File: src/rtl/dlc_omi_prbs7_bist_ctl_pkg.sv
// ============================================================================
// dlc_omi_prbs7_bist_ctl_pkg : shared state encodings and defaults - Rev 1.0
// ============================================================================
`default_nettype none

package dlc_omi_prbs7_bist_ctl_pkg;

  localparam int LANES_DEF    = 8;
  localparam int SETTLE_W_DEF = 8;
  localparam int WINDOW_W_DEF = 16;

  // Checker input register plus error flop
  localparam int DRAIN_CYCLES = 2;

  typedef logic [2:0] state_t;

  localparam logic [2:0] ST_IDLE   = 3'd0;
  localparam logic [2:0] ST_SETTLE = 3'd1;
  localparam logic [2:0] ST_RUN    = 3'd2;
  localparam logic [2:0] ST_DRAIN  = 3'd3;
  localparam logic [2:0] ST_DONE   = 3'd4;

  function automatic logic is_busy_state(input state_t s);
    return (s == ST_SETTLE) || (s == ST_RUN) || (s == ST_DRAIN);
  endfunction

endpackage

`default_nettype wire

File: src/rtl/dlc_omi_prbs7_bist_ctl_if.sv
// ============================================================================
// dlc_omi_prbs7_bist_ctl_if : control/result bus of the PRBS7 BIST sequencer - Rev 1.0
// ============================================================================
`default_nettype none

interface dlc_omi_prbs7_bist_ctl_if #(
  parameter int LANES    = 8,
  parameter int SETTLE_W = 8,
  parameter int WINDOW_W = 16
);

  logic                bist_start;
  logic                bist_abort;
  logic [LANES-1:0]    lane_mask;
  logic [SETTLE_W-1:0] settle_cycles;
  logic [WINDOW_W-1:0] window_cycles;
  logic [LANES-1:0]    lane_err;
  logic [LANES-1:0]    rx_bist_reset;
  logic                bist_busy;
  logic                bist_done;
  logic                bist_pass;
  logic [LANES-1:0]    bist_fail_lanes;

  modport master (
    output bist_start, bist_abort, lane_mask, settle_cycles, window_cycles, lane_err,
    input  rx_bist_reset, bist_busy, bist_done, bist_pass, bist_fail_lanes
  );

  modport slave (
    input  bist_start, bist_abort, lane_mask, settle_cycles, window_cycles, lane_err,
    output rx_bist_reset, bist_busy, bist_done, bist_pass, bist_fail_lanes
  );

endinterface

`default_nettype wire

File: src/rtl/dlc_omi_bist_cnt.sv
// ============================================================================
// dlc_omi_bist_cnt : loadable down-counter, zero load clamps to one - Rev 1.0
// ============================================================================
`default_nettype none

module dlc_omi_bist_cnt #(
  parameter int WIDTH = 8
) (
  input  logic             clk,
  input  logic             rst_n,
  input  logic             en,
  input  logic             load,
  input  logic             dec,
  input  logic [WIDTH-1:0] load_val,
  output logic             is_one
);

  localparam logic [WIDTH-1:0] ONE = {{(WIDTH-1){1'b0}}, 1'b1};

  logic [WIDTH-1:0] count;

  always_ff @(posedge clk) begin
    if (!rst_n) begin
      count <= '0;
    end else if (en) begin
      if (load)
        count <= (load_val == '0) ? ONE : load_val;
      else if (dec && (count != '0))
        count <= count - ONE;
    end
  end

  assign is_one = (count == ONE);

endmodule

`default_nettype wire

File: src/rtl/dlc_omi_prbs7_bist_ctl.sv
// ============================================================================
// dlc_omi_prbs7_bist_ctl : PRBS7 lane-checker BIST sequencer - Rev 1.0
// ============================================================================
`default_nettype none

module dlc_omi_prbs7_bist_ctl
  import dlc_omi_prbs7_bist_ctl_pkg::*;
#(
  parameter int LANES    = LANES_DEF,
  parameter int SETTLE_W = SETTLE_W_DEF,
  parameter int WINDOW_W = WINDOW_W_DEF
) (
  input  logic                    phy_dl_clock,
  input  logic                    omi_reset_n,
  input  logic                    omi_enable,
  dlc_omi_prbs7_bist_ctl_if.slave bus
);

  state_t           state;
  state_t           state_nxt;
  logic [LANES-1:0] mask_q;
  logic [LANES-1:0] mask_nxt;
  logic [LANES-1:0] fail_q;
  logic [LANES-1:0] fail_nxt;
  logic             run_first;
  logic [1:0]       drain_cnt;
  logic             settle_one;
  logic             window_one;
  logic             start_ok;
  logic             sample_err;

  logic [LANES-1:0] rx_q;
  logic             busy_q;
  logic             done_q;
  logic             pass_q;

  assign start_ok   = bus.bist_start && !bus.bist_abort &&
                      ((state == ST_IDLE) || (state == ST_DONE));
  // First RUN cycle is the checker's clear cycle, so its flag is not trusted yet
  assign sample_err = ((state == ST_RUN) && !run_first) || (state == ST_DRAIN);

  dlc_omi_bist_cnt #(.WIDTH(SETTLE_W)) u_settle_cnt (
    .clk      (phy_dl_clock),
    .rst_n    (omi_reset_n),
    .en       (omi_enable),
    .load     (start_ok),
    .dec      (state == ST_SETTLE),
    .load_val (bus.settle_cycles),
    .is_one   (settle_one)
  );

  dlc_omi_bist_cnt #(.WIDTH(WINDOW_W)) u_window_cnt (
    .clk      (phy_dl_clock),
    .rst_n    (omi_reset_n),
    .en       (omi_enable),
    .load     ((state == ST_SETTLE) && settle_one),
    .dec      (state == ST_RUN),
    .load_val (bus.window_cycles),
    .is_one   (window_one)
  );

  always_comb begin
    state_nxt = state;
    mask_nxt  = mask_q;
    fail_nxt  = fail_q;
    if (sample_err)
      fail_nxt = fail_q | (bus.lane_err & mask_q);
    if (bus.bist_abort) begin
      state_nxt = ST_IDLE;
      fail_nxt  = '0;
    end else begin
      case (state)
        ST_IDLE, ST_DONE: begin
          if (bus.bist_start) begin
            state_nxt = ST_SETTLE;
            mask_nxt  = bus.lane_mask;
            fail_nxt  = '0;
          end
        end
        ST_SETTLE: if (settle_one) state_nxt = ST_RUN;
        ST_RUN:    if (window_one) state_nxt = ST_DRAIN;
        ST_DRAIN:  if (drain_cnt == 2'd1) state_nxt = ST_DONE;
        default:   state_nxt = ST_IDLE;
      endcase
    end
  end

  // Outputs are decoded from the next state so they change on the same edge as the state
  always_ff @(posedge phy_dl_clock) begin
    if (!omi_reset_n) begin
      state     <= ST_IDLE;
      mask_q    <= '0;
      fail_q    <= '0;
      run_first <= 1'b0;
      drain_cnt <= 2'd0;
      rx_q      <= '1;
      busy_q    <= 1'b0;
      done_q    <= 1'b0;
      pass_q    <= 1'b0;
    end else if (omi_enable) begin
      state     <= state_nxt;
      mask_q    <= mask_nxt;
      fail_q    <= fail_nxt;
      run_first <= (state != ST_RUN) && (state_nxt == ST_RUN);
      if ((state == ST_RUN) && window_one)
        drain_cnt <= 2'(DRAIN_CYCLES);
      else if ((state == ST_DRAIN) && (drain_cnt != 2'd0))
        drain_cnt <= drain_cnt - 2'd1;
      rx_q      <= ((state_nxt == ST_RUN) || (state_nxt == ST_DRAIN)) ? ~mask_nxt : '1;
      busy_q    <= is_busy_state(state_nxt);
      done_q    <= (state_nxt == ST_DONE);
      pass_q    <= (state_nxt == ST_DONE) && (fail_nxt == '0);
    end
  end

  assign bus.rx_bist_reset   = rx_q;
  assign bus.bist_busy       = busy_q;
  assign bus.bist_done       = done_q;
  assign bus.bist_pass       = pass_q;
  assign bus.bist_fail_lanes = fail_q;

endmodule

`default_nettype wire
File: src/flat_wrapper.sv
// flat-port wrapper written by rule: the top's interface ports become plain ports
module dlc_omi_prbs7_bist_ctl_flat import dlc_omi_prbs7_bist_ctl_pkg::*;
#(
  parameter int LANES    = LANES_DEF,
  parameter int SETTLE_W = SETTLE_W_DEF,
  parameter int WINDOW_W = WINDOW_W_DEF
)
  (phy_dl_clock, omi_reset_n, omi_enable, bus_bist_start, bus_bist_abort, bus_lane_mask, bus_settle_cycles, bus_window_cycles, bus_lane_err, bus_rx_bist_reset, bus_bist_busy, bus_bist_done, bus_bist_pass, bus_bist_fail_lanes);
  dlc_omi_prbs7_bist_ctl_if #(.LANES(LANES), .SETTLE_W(SETTLE_W), .WINDOW_W(WINDOW_W)) bus_i ();
  input  logic phy_dl_clock;
  input  logic omi_reset_n;
  input  logic omi_enable;
  input wire logic [$bits(bus_i.bist_start)-1:0] bus_bist_start;
  input wire logic [$bits(bus_i.bist_abort)-1:0] bus_bist_abort;
  input wire logic [$bits(bus_i.lane_mask)-1:0] bus_lane_mask;
  input wire logic [$bits(bus_i.settle_cycles)-1:0] bus_settle_cycles;
  input wire logic [$bits(bus_i.window_cycles)-1:0] bus_window_cycles;
  input wire logic [$bits(bus_i.lane_err)-1:0] bus_lane_err;
  output wire logic [$bits(bus_i.rx_bist_reset)-1:0] bus_rx_bist_reset;
  output wire logic [$bits(bus_i.bist_busy)-1:0] bus_bist_busy;
  output wire logic [$bits(bus_i.bist_done)-1:0] bus_bist_done;
  output wire logic [$bits(bus_i.bist_pass)-1:0] bus_bist_pass;
  output wire logic [$bits(bus_i.bist_fail_lanes)-1:0] bus_bist_fail_lanes;
  assign bus_i.bist_start = bus_bist_start;
  assign bus_i.bist_abort = bus_bist_abort;
  assign bus_i.lane_mask = bus_lane_mask;
  assign bus_i.settle_cycles = bus_settle_cycles;
  assign bus_i.window_cycles = bus_window_cycles;
  assign bus_i.lane_err = bus_lane_err;
  assign bus_rx_bist_reset = bus_i.rx_bist_reset;
  assign bus_bist_busy = bus_i.bist_busy;
  assign bus_bist_done = bus_i.bist_done;
  assign bus_bist_pass = bus_i.bist_pass;
  assign bus_bist_fail_lanes = bus_i.bist_fail_lanes;
  dlc_omi_prbs7_bist_ctl #(.LANES(LANES), .SETTLE_W(SETTLE_W), .WINDOW_W(WINDOW_W)) u_core (.phy_dl_clock(phy_dl_clock), .omi_reset_n(omi_reset_n), .omi_enable(omi_enable), .bus(bus_i));
endmodule
File: config.mk
export PLATFORM = sky130hd
export DESIGN_NAME = dlc_omi_prbs7_bist_ctl_flat
export DESIGN_NICKNAME = d
export VERILOG_FILES = /design/src/rtl/dlc_omi_prbs7_bist_ctl_pkg.sv /design/src/rtl/dlc_omi_prbs7_bist_ctl_if.sv /design/src/rtl/dlc_omi_bist_cnt.sv /design/src/rtl/dlc_omi_prbs7_bist_ctl.sv /design/src/flat_wrapper.sv
export SDC_FILE = /design/constraint.sdc
export NUM_CORES = 1
export LEC_CHECK = 0
export BUFFER_PORTS_ARGS = -buffer_cell sky130_fd_sc_hd__buf_2
export CAP_MARGIN = 20
export CORE_MARGIN = 4
export CORE_UTILIZATION = 37
export DETAILED_ROUTE_END_ITERATION = 8
export MAX_ROUTING_LAYER = met4
export PLACE_DENSITY_LB_ADDON = 0.1
export SLEW_MARGIN = 20
export SYNTH_ARGS = -nofsm -noshare
export SYNTH_HDL_FRONTEND = slang
export SYNTH_SLANG_ARGS = --single-unit
File: constraint.sdc
create_clock -name phy_dl_clock -period 3.5 [get_ports phy_dl_clock]
set_input_delay 0.875 -clock phy_dl_clock [delete_from_list [all_inputs] [get_ports phy_dl_clock]]
set_output_delay 0.875 -clock phy_dl_clock [all_outputs]
set_load 0.01 [all_outputs]
After elaboration in Yosys (flattened, before gate mapping)
Cells that the tools add are included.

storage, ports and cells
  flip-flop bits (word level) = 57
  bits of input ports = 45
  output and inout port bits = 19
  logic and storage cells = 82

cells by class
  add/sub/neg operators = 3
  equality and inequality tests = 12
  mux-type cells = 22
  bitwise operators = 3
  reduce and logical (&&, ||, !) cells = 31

operator list
  operator                                                                 number
  8-bit 2-to-1 mux                                                         11
  16-bit 2-to-1 mux                                                        3
  16-bit by 1-bit equality test with 1-bit output (second input constant)  1
  16-bit logical NOT                                                       1
  8-bit logical NOT                                                        2
  16-bit nonzero test                                                      1
  16-bit by 1-bit subtractor with 16-bit output (second input constant)    1
  3-bit 2-to-1 mux                                                         5
  3-bit by 2-bit equality test with 1-bit output (second input constant)   4
  3-bit case mux with 4 select lines                                       1
  1-bit logical AND                                                        10
  8-bit AND                                                                1
  8-bit by 1-bit equality test with 1-bit output (second input constant)   1
  8-bit NOT                                                                1
  8-bit OR                                                                 1
  2-bit nonzero test                                                       4
  8-bit nonzero test                                                       1
  8-bit by 1-bit subtractor with 8-bit output (second input constant)      1
  3-bit by 1-bit equality test with 1-bit output (second input constant)   2
  3-bit equality test (second input constant)                              2
  2-bit AND reduction                                                      3
  1-bit logical OR                                                         5
  2-bit 2-to-1 mux                                                         2
  3-bit logical NOT                                                        1
  5 further kinds                                                          6

Depth between registers and ports, before layout
  depth in word-level cells = 9
  mapped depth = 7

Modules after synthesis
A second synthesis with hierarchy kept.

second synthesis, totals
  cells, all modules = 408
  area total of the unflattened synthesis = 3437.0 µm²

modules (own cells, without submodules)
  module                                   instances  cells each  area each (µm²)
  dlc_omi_prbs7_bist_ctl                   1          176         1546.5
  dlc_omi_bist_cnt at u_core.u_window_cnt  1          153         1287.5
  dlc_omi_bist_cnt at u_core.u_settle_cnt  1          79          603.1

Worst setup path after synthesis
No wires, ideal clock.

  kind = input-to-reg
  from = in bus_bist_start
  to = reg u_core.u_settle_cnt.count[0]
  library setup time = 0.119 ns
  arrival = 1.972 ns
  required time = 3.381 ns
  path slack = 1.410 ns
  stages on the path = 6
  path through = nor3b_1 nor2b_1 clkbuf_1 buf_2 a21oi_1 o221a_2

between the ends
  longest elaborated chain between the ends = 4
  elaborated cells between the ends (all ways) = 5

ends and longest elaborated chain
  element                               line                          RTL
  from (decl)                           flat_wrapper.sv:13            input wire logic [$bits(bus_i.bist_start)-1:0] bus_bist_start;
  1-bit logical AND (*) (2 in a row)    dlc_omi_prbs7_bist_ctl.sv:37  assign start_ok = bus.bist_start && !bus.bist_abort &&
  2-bit nonzero test (no source line)   -
  2-bit AND reduction (no source line)  -
  to (signal assigned)                  dlc_omi_bist_cnt.sv:27        count <= (load_val == '0) ? ONE : load_val;
  to (signal assigned)                  dlc_omi_bist_cnt.sv:29        count <= count - ONE;
  to (decl)                             dlc_omi_bist_cnt.sv:20        logic [WIDTH-1:0] count;

Every way passes the cells marked *; elsewhere a longest branch is shown, timed or not.
A chain may end at the register's enable or synchronous reset.

==> results.cfg <==
[outcome]
status = completed

[setup_path]
crit_fanout = 27
criticalPathCategory = in2reg
cp.arrival_ns = 2.55
start_kind = input pin
cp-end-kind = flop
crit_required_ns = 3.74

[detailed_routing]
vias = 3185
wl_per_cell_um = 16.6
drcViolationCount = 0
viasPerCell = 5.71
drtIter0Drc = 191
drt_first_pass_iters = 4
wl_um = 9270
antenna_left = 0

[pwr]
swShare_pct = 25.8
internal_power_mw = 1.14
power.switching_mw = 0.397
power.share.sequential_pct = 44.0
total_power_mw = 1.54
power_frac_clock_pct = 45.0
leakage_nw = 1.44
pwr-share-comb_pct = 11.1
powerDensity_nw_per_um2 = 403
peakVddDrop_uv = 302

[yosys]
synth_area_per_cell_um2 = 8.31
syn_area_um2 = 3270
yosysSeqAreaShare_pct = 34.9
synth_fp_nets = 446
ys_async_sr_fraction_pct = 0
synth_ff_type = dfxtp_1
netlist_instances = 393
ys_ff_latch = 57
synth-edff-count = 0
ys_types = 72
ys_warn_count = 0

[grt]
grt_busiest_layer = met2
grt_max_degree = 32
grt_pass1_wl_um = 15200
track_usage_pct = 19.1
grt_antenna_before_repair = 0
met2_usage_pct = 30.6
overflow = 0
grt_use_met3_pct = 4.03
use_met1_pct = 23.2
grt_pass1_vias = 3151

[die]
die_w_um = 102
die-area_um2 = 10400
boundaryPins = 64
die_h_um = 102
rows = 34
start_util_pct = 37.8
core_um2 = 8640

[sta]
rsz0062_at_grt = false
setup_tns_ns = 0
relSlewSlack_pct = 31.2
finalMaxSlewViolations = 0
timing.hold.ws_ns = 0.468
worst_pin_slew_ns = 1.03
setup_violations = 0
hold_viol = 0
period_share_pct = 66.0
skew_ns = 0.00844
fmax_mhz = 433
period_minus_slack_ns = 2.31

[place]
post-place-cells = 543
port_buffers = 63
dp_hpwl_um = 6750
globalplace.congestion = 0.833

[cells_and_area]
final_cell_mix = buf_2 (63), dfxtp_1 (57), nand2_1 (40)
diodes = 0
fill_cells = 914
fin_cells = 558
final_common_cell = buf_2
area_growth_pct = 16.7
nNetsFinal = 499
drive_gt1_share_pct = 23.3

[clock_network]
cts_tree = built
clockBufferDepth = 2
insertion_delay_ns = 0.35
cts.hold.buffers_added = 0
cts_root_buf = clkbuf_8
cts_inserted_buffers = 9
clkTransAtPathRegs_ns = 0.07
clock-sinks = 57
h-tree-depth = 3
cts_setup_buffers = 0
cts.repair.resized = 0

[hold_path]
hold_path.class = reg2reg

[flow_run]
maxCapViolCount = 0
flip-flops by register name, indices dropped and copies added (netlist names), 2 cells and up:
name / cells
u_core.u_window_cnt.count: 16
u_core.bus.bist_fail_lanes: 8
u_core.bus.rx_bist_reset: 8
u_core.mask_q: 8
u_core.u_settle_cnt.count: 8
u_core.state: 3
u_core.drain_cnt: 2
power groups by stage:
stage | clock, mW | sequential [mW] | combinational [mW]
4_1_cts | 0.712 | 0.676 | 0.172
5_1_grt | 0.742 | 0.678 | 0.192
2_1_floorplan | 0 | 0.685 | 0.115
3_3_place_gp | 0 | 0.690 | 0.170
6_report | 0.691 | 0.676 | 0.170
3_5_place_dp | 0 | 0.690 | 0.171
cells in the mapped netlist (5+ instances only):
cell,count,share of area [%]
a22oi_1,6,1.4
inv_1,11,1.3
mux2i_1,10,3.1
buf_2,7,1.1
nand4_1,8,1.5
ha_1,8,3.1
nand3_1,18,2.8
o22a_1,8,2.1
nand2_1,40,4.6
nor3_1,12,1.8
buf_6,5,1.7
and3_1,6,1.1
o21ai_0,7,1.1
a21oi_1,34,5.2
clkbuf_1,8,0.92
a31oi_1,18,3.4
nor2_1,33,3.8
nor4_1,10,1.9
dfxtp_1,57,35
per-layer routing:
metal	vias to the layer above	routed length [um]
li1	1596	-
met1	1493	4190
met2	80	4490
met3	16	397
met4	0	193
met5	-	0
cell type report:
class	count	area, um2	share of cell area, %
inverter	12	45.0	1.18
timing repair buffer	65	330	8.66
clock inverter	5	80.1	2.10
multi-input combinational	301	1940	51.0
sequential	57	1140	29.9
clock buffer	10	138	3.61
tap	108	135	3.54
worst max-delay path, stage by stage:
cell and delay [ns]:
buf_2 0.42, inv_1 0.42, nor2_1 0.31, nand3_2 0.24
o22a_1 0.26
kinds of logic after synthesis:
group | synth area share, %
muxes | 3.06
DFF | 34.9
buffers and inverters | 5.63
adders and majority gates | 3.06
AOI/OAI and AO/OA | 26.4
and+or+nand+nor | 26.9
final timing paths:
kind	startpoint	to	slack [ns]	depth (start not counted)
min	u_core.drain_cnt[1]	u_core.drain_cnt[1]	0.47	1
max reg2reg	u_core.u_settle_cnt.count[0]	u_core.bus.rx_bist_reset[6]	1.27	6
max	omi_enable	u_core.bus.rx_bist_reset[6]	1.19	5
min reg2reg	u_core.drain_cnt[1]	u_core.drain_cnt[1]	0.47	1
through the flow:
stage | cell area, um2 | utilization [%] | setup slack (ns)
floorplan | 3270 | - | 1.41
global placement | 3600 | 41.6 | 0.917
detailed placement | 3600 | 41.6 | 0.858
CTS | 3810 | 44.2 | 1.22
global route | 3810 | 44.2 | 0.941
finish | 3810 | 44.2 | 1.19
Power figures use the tool's default switching activity.
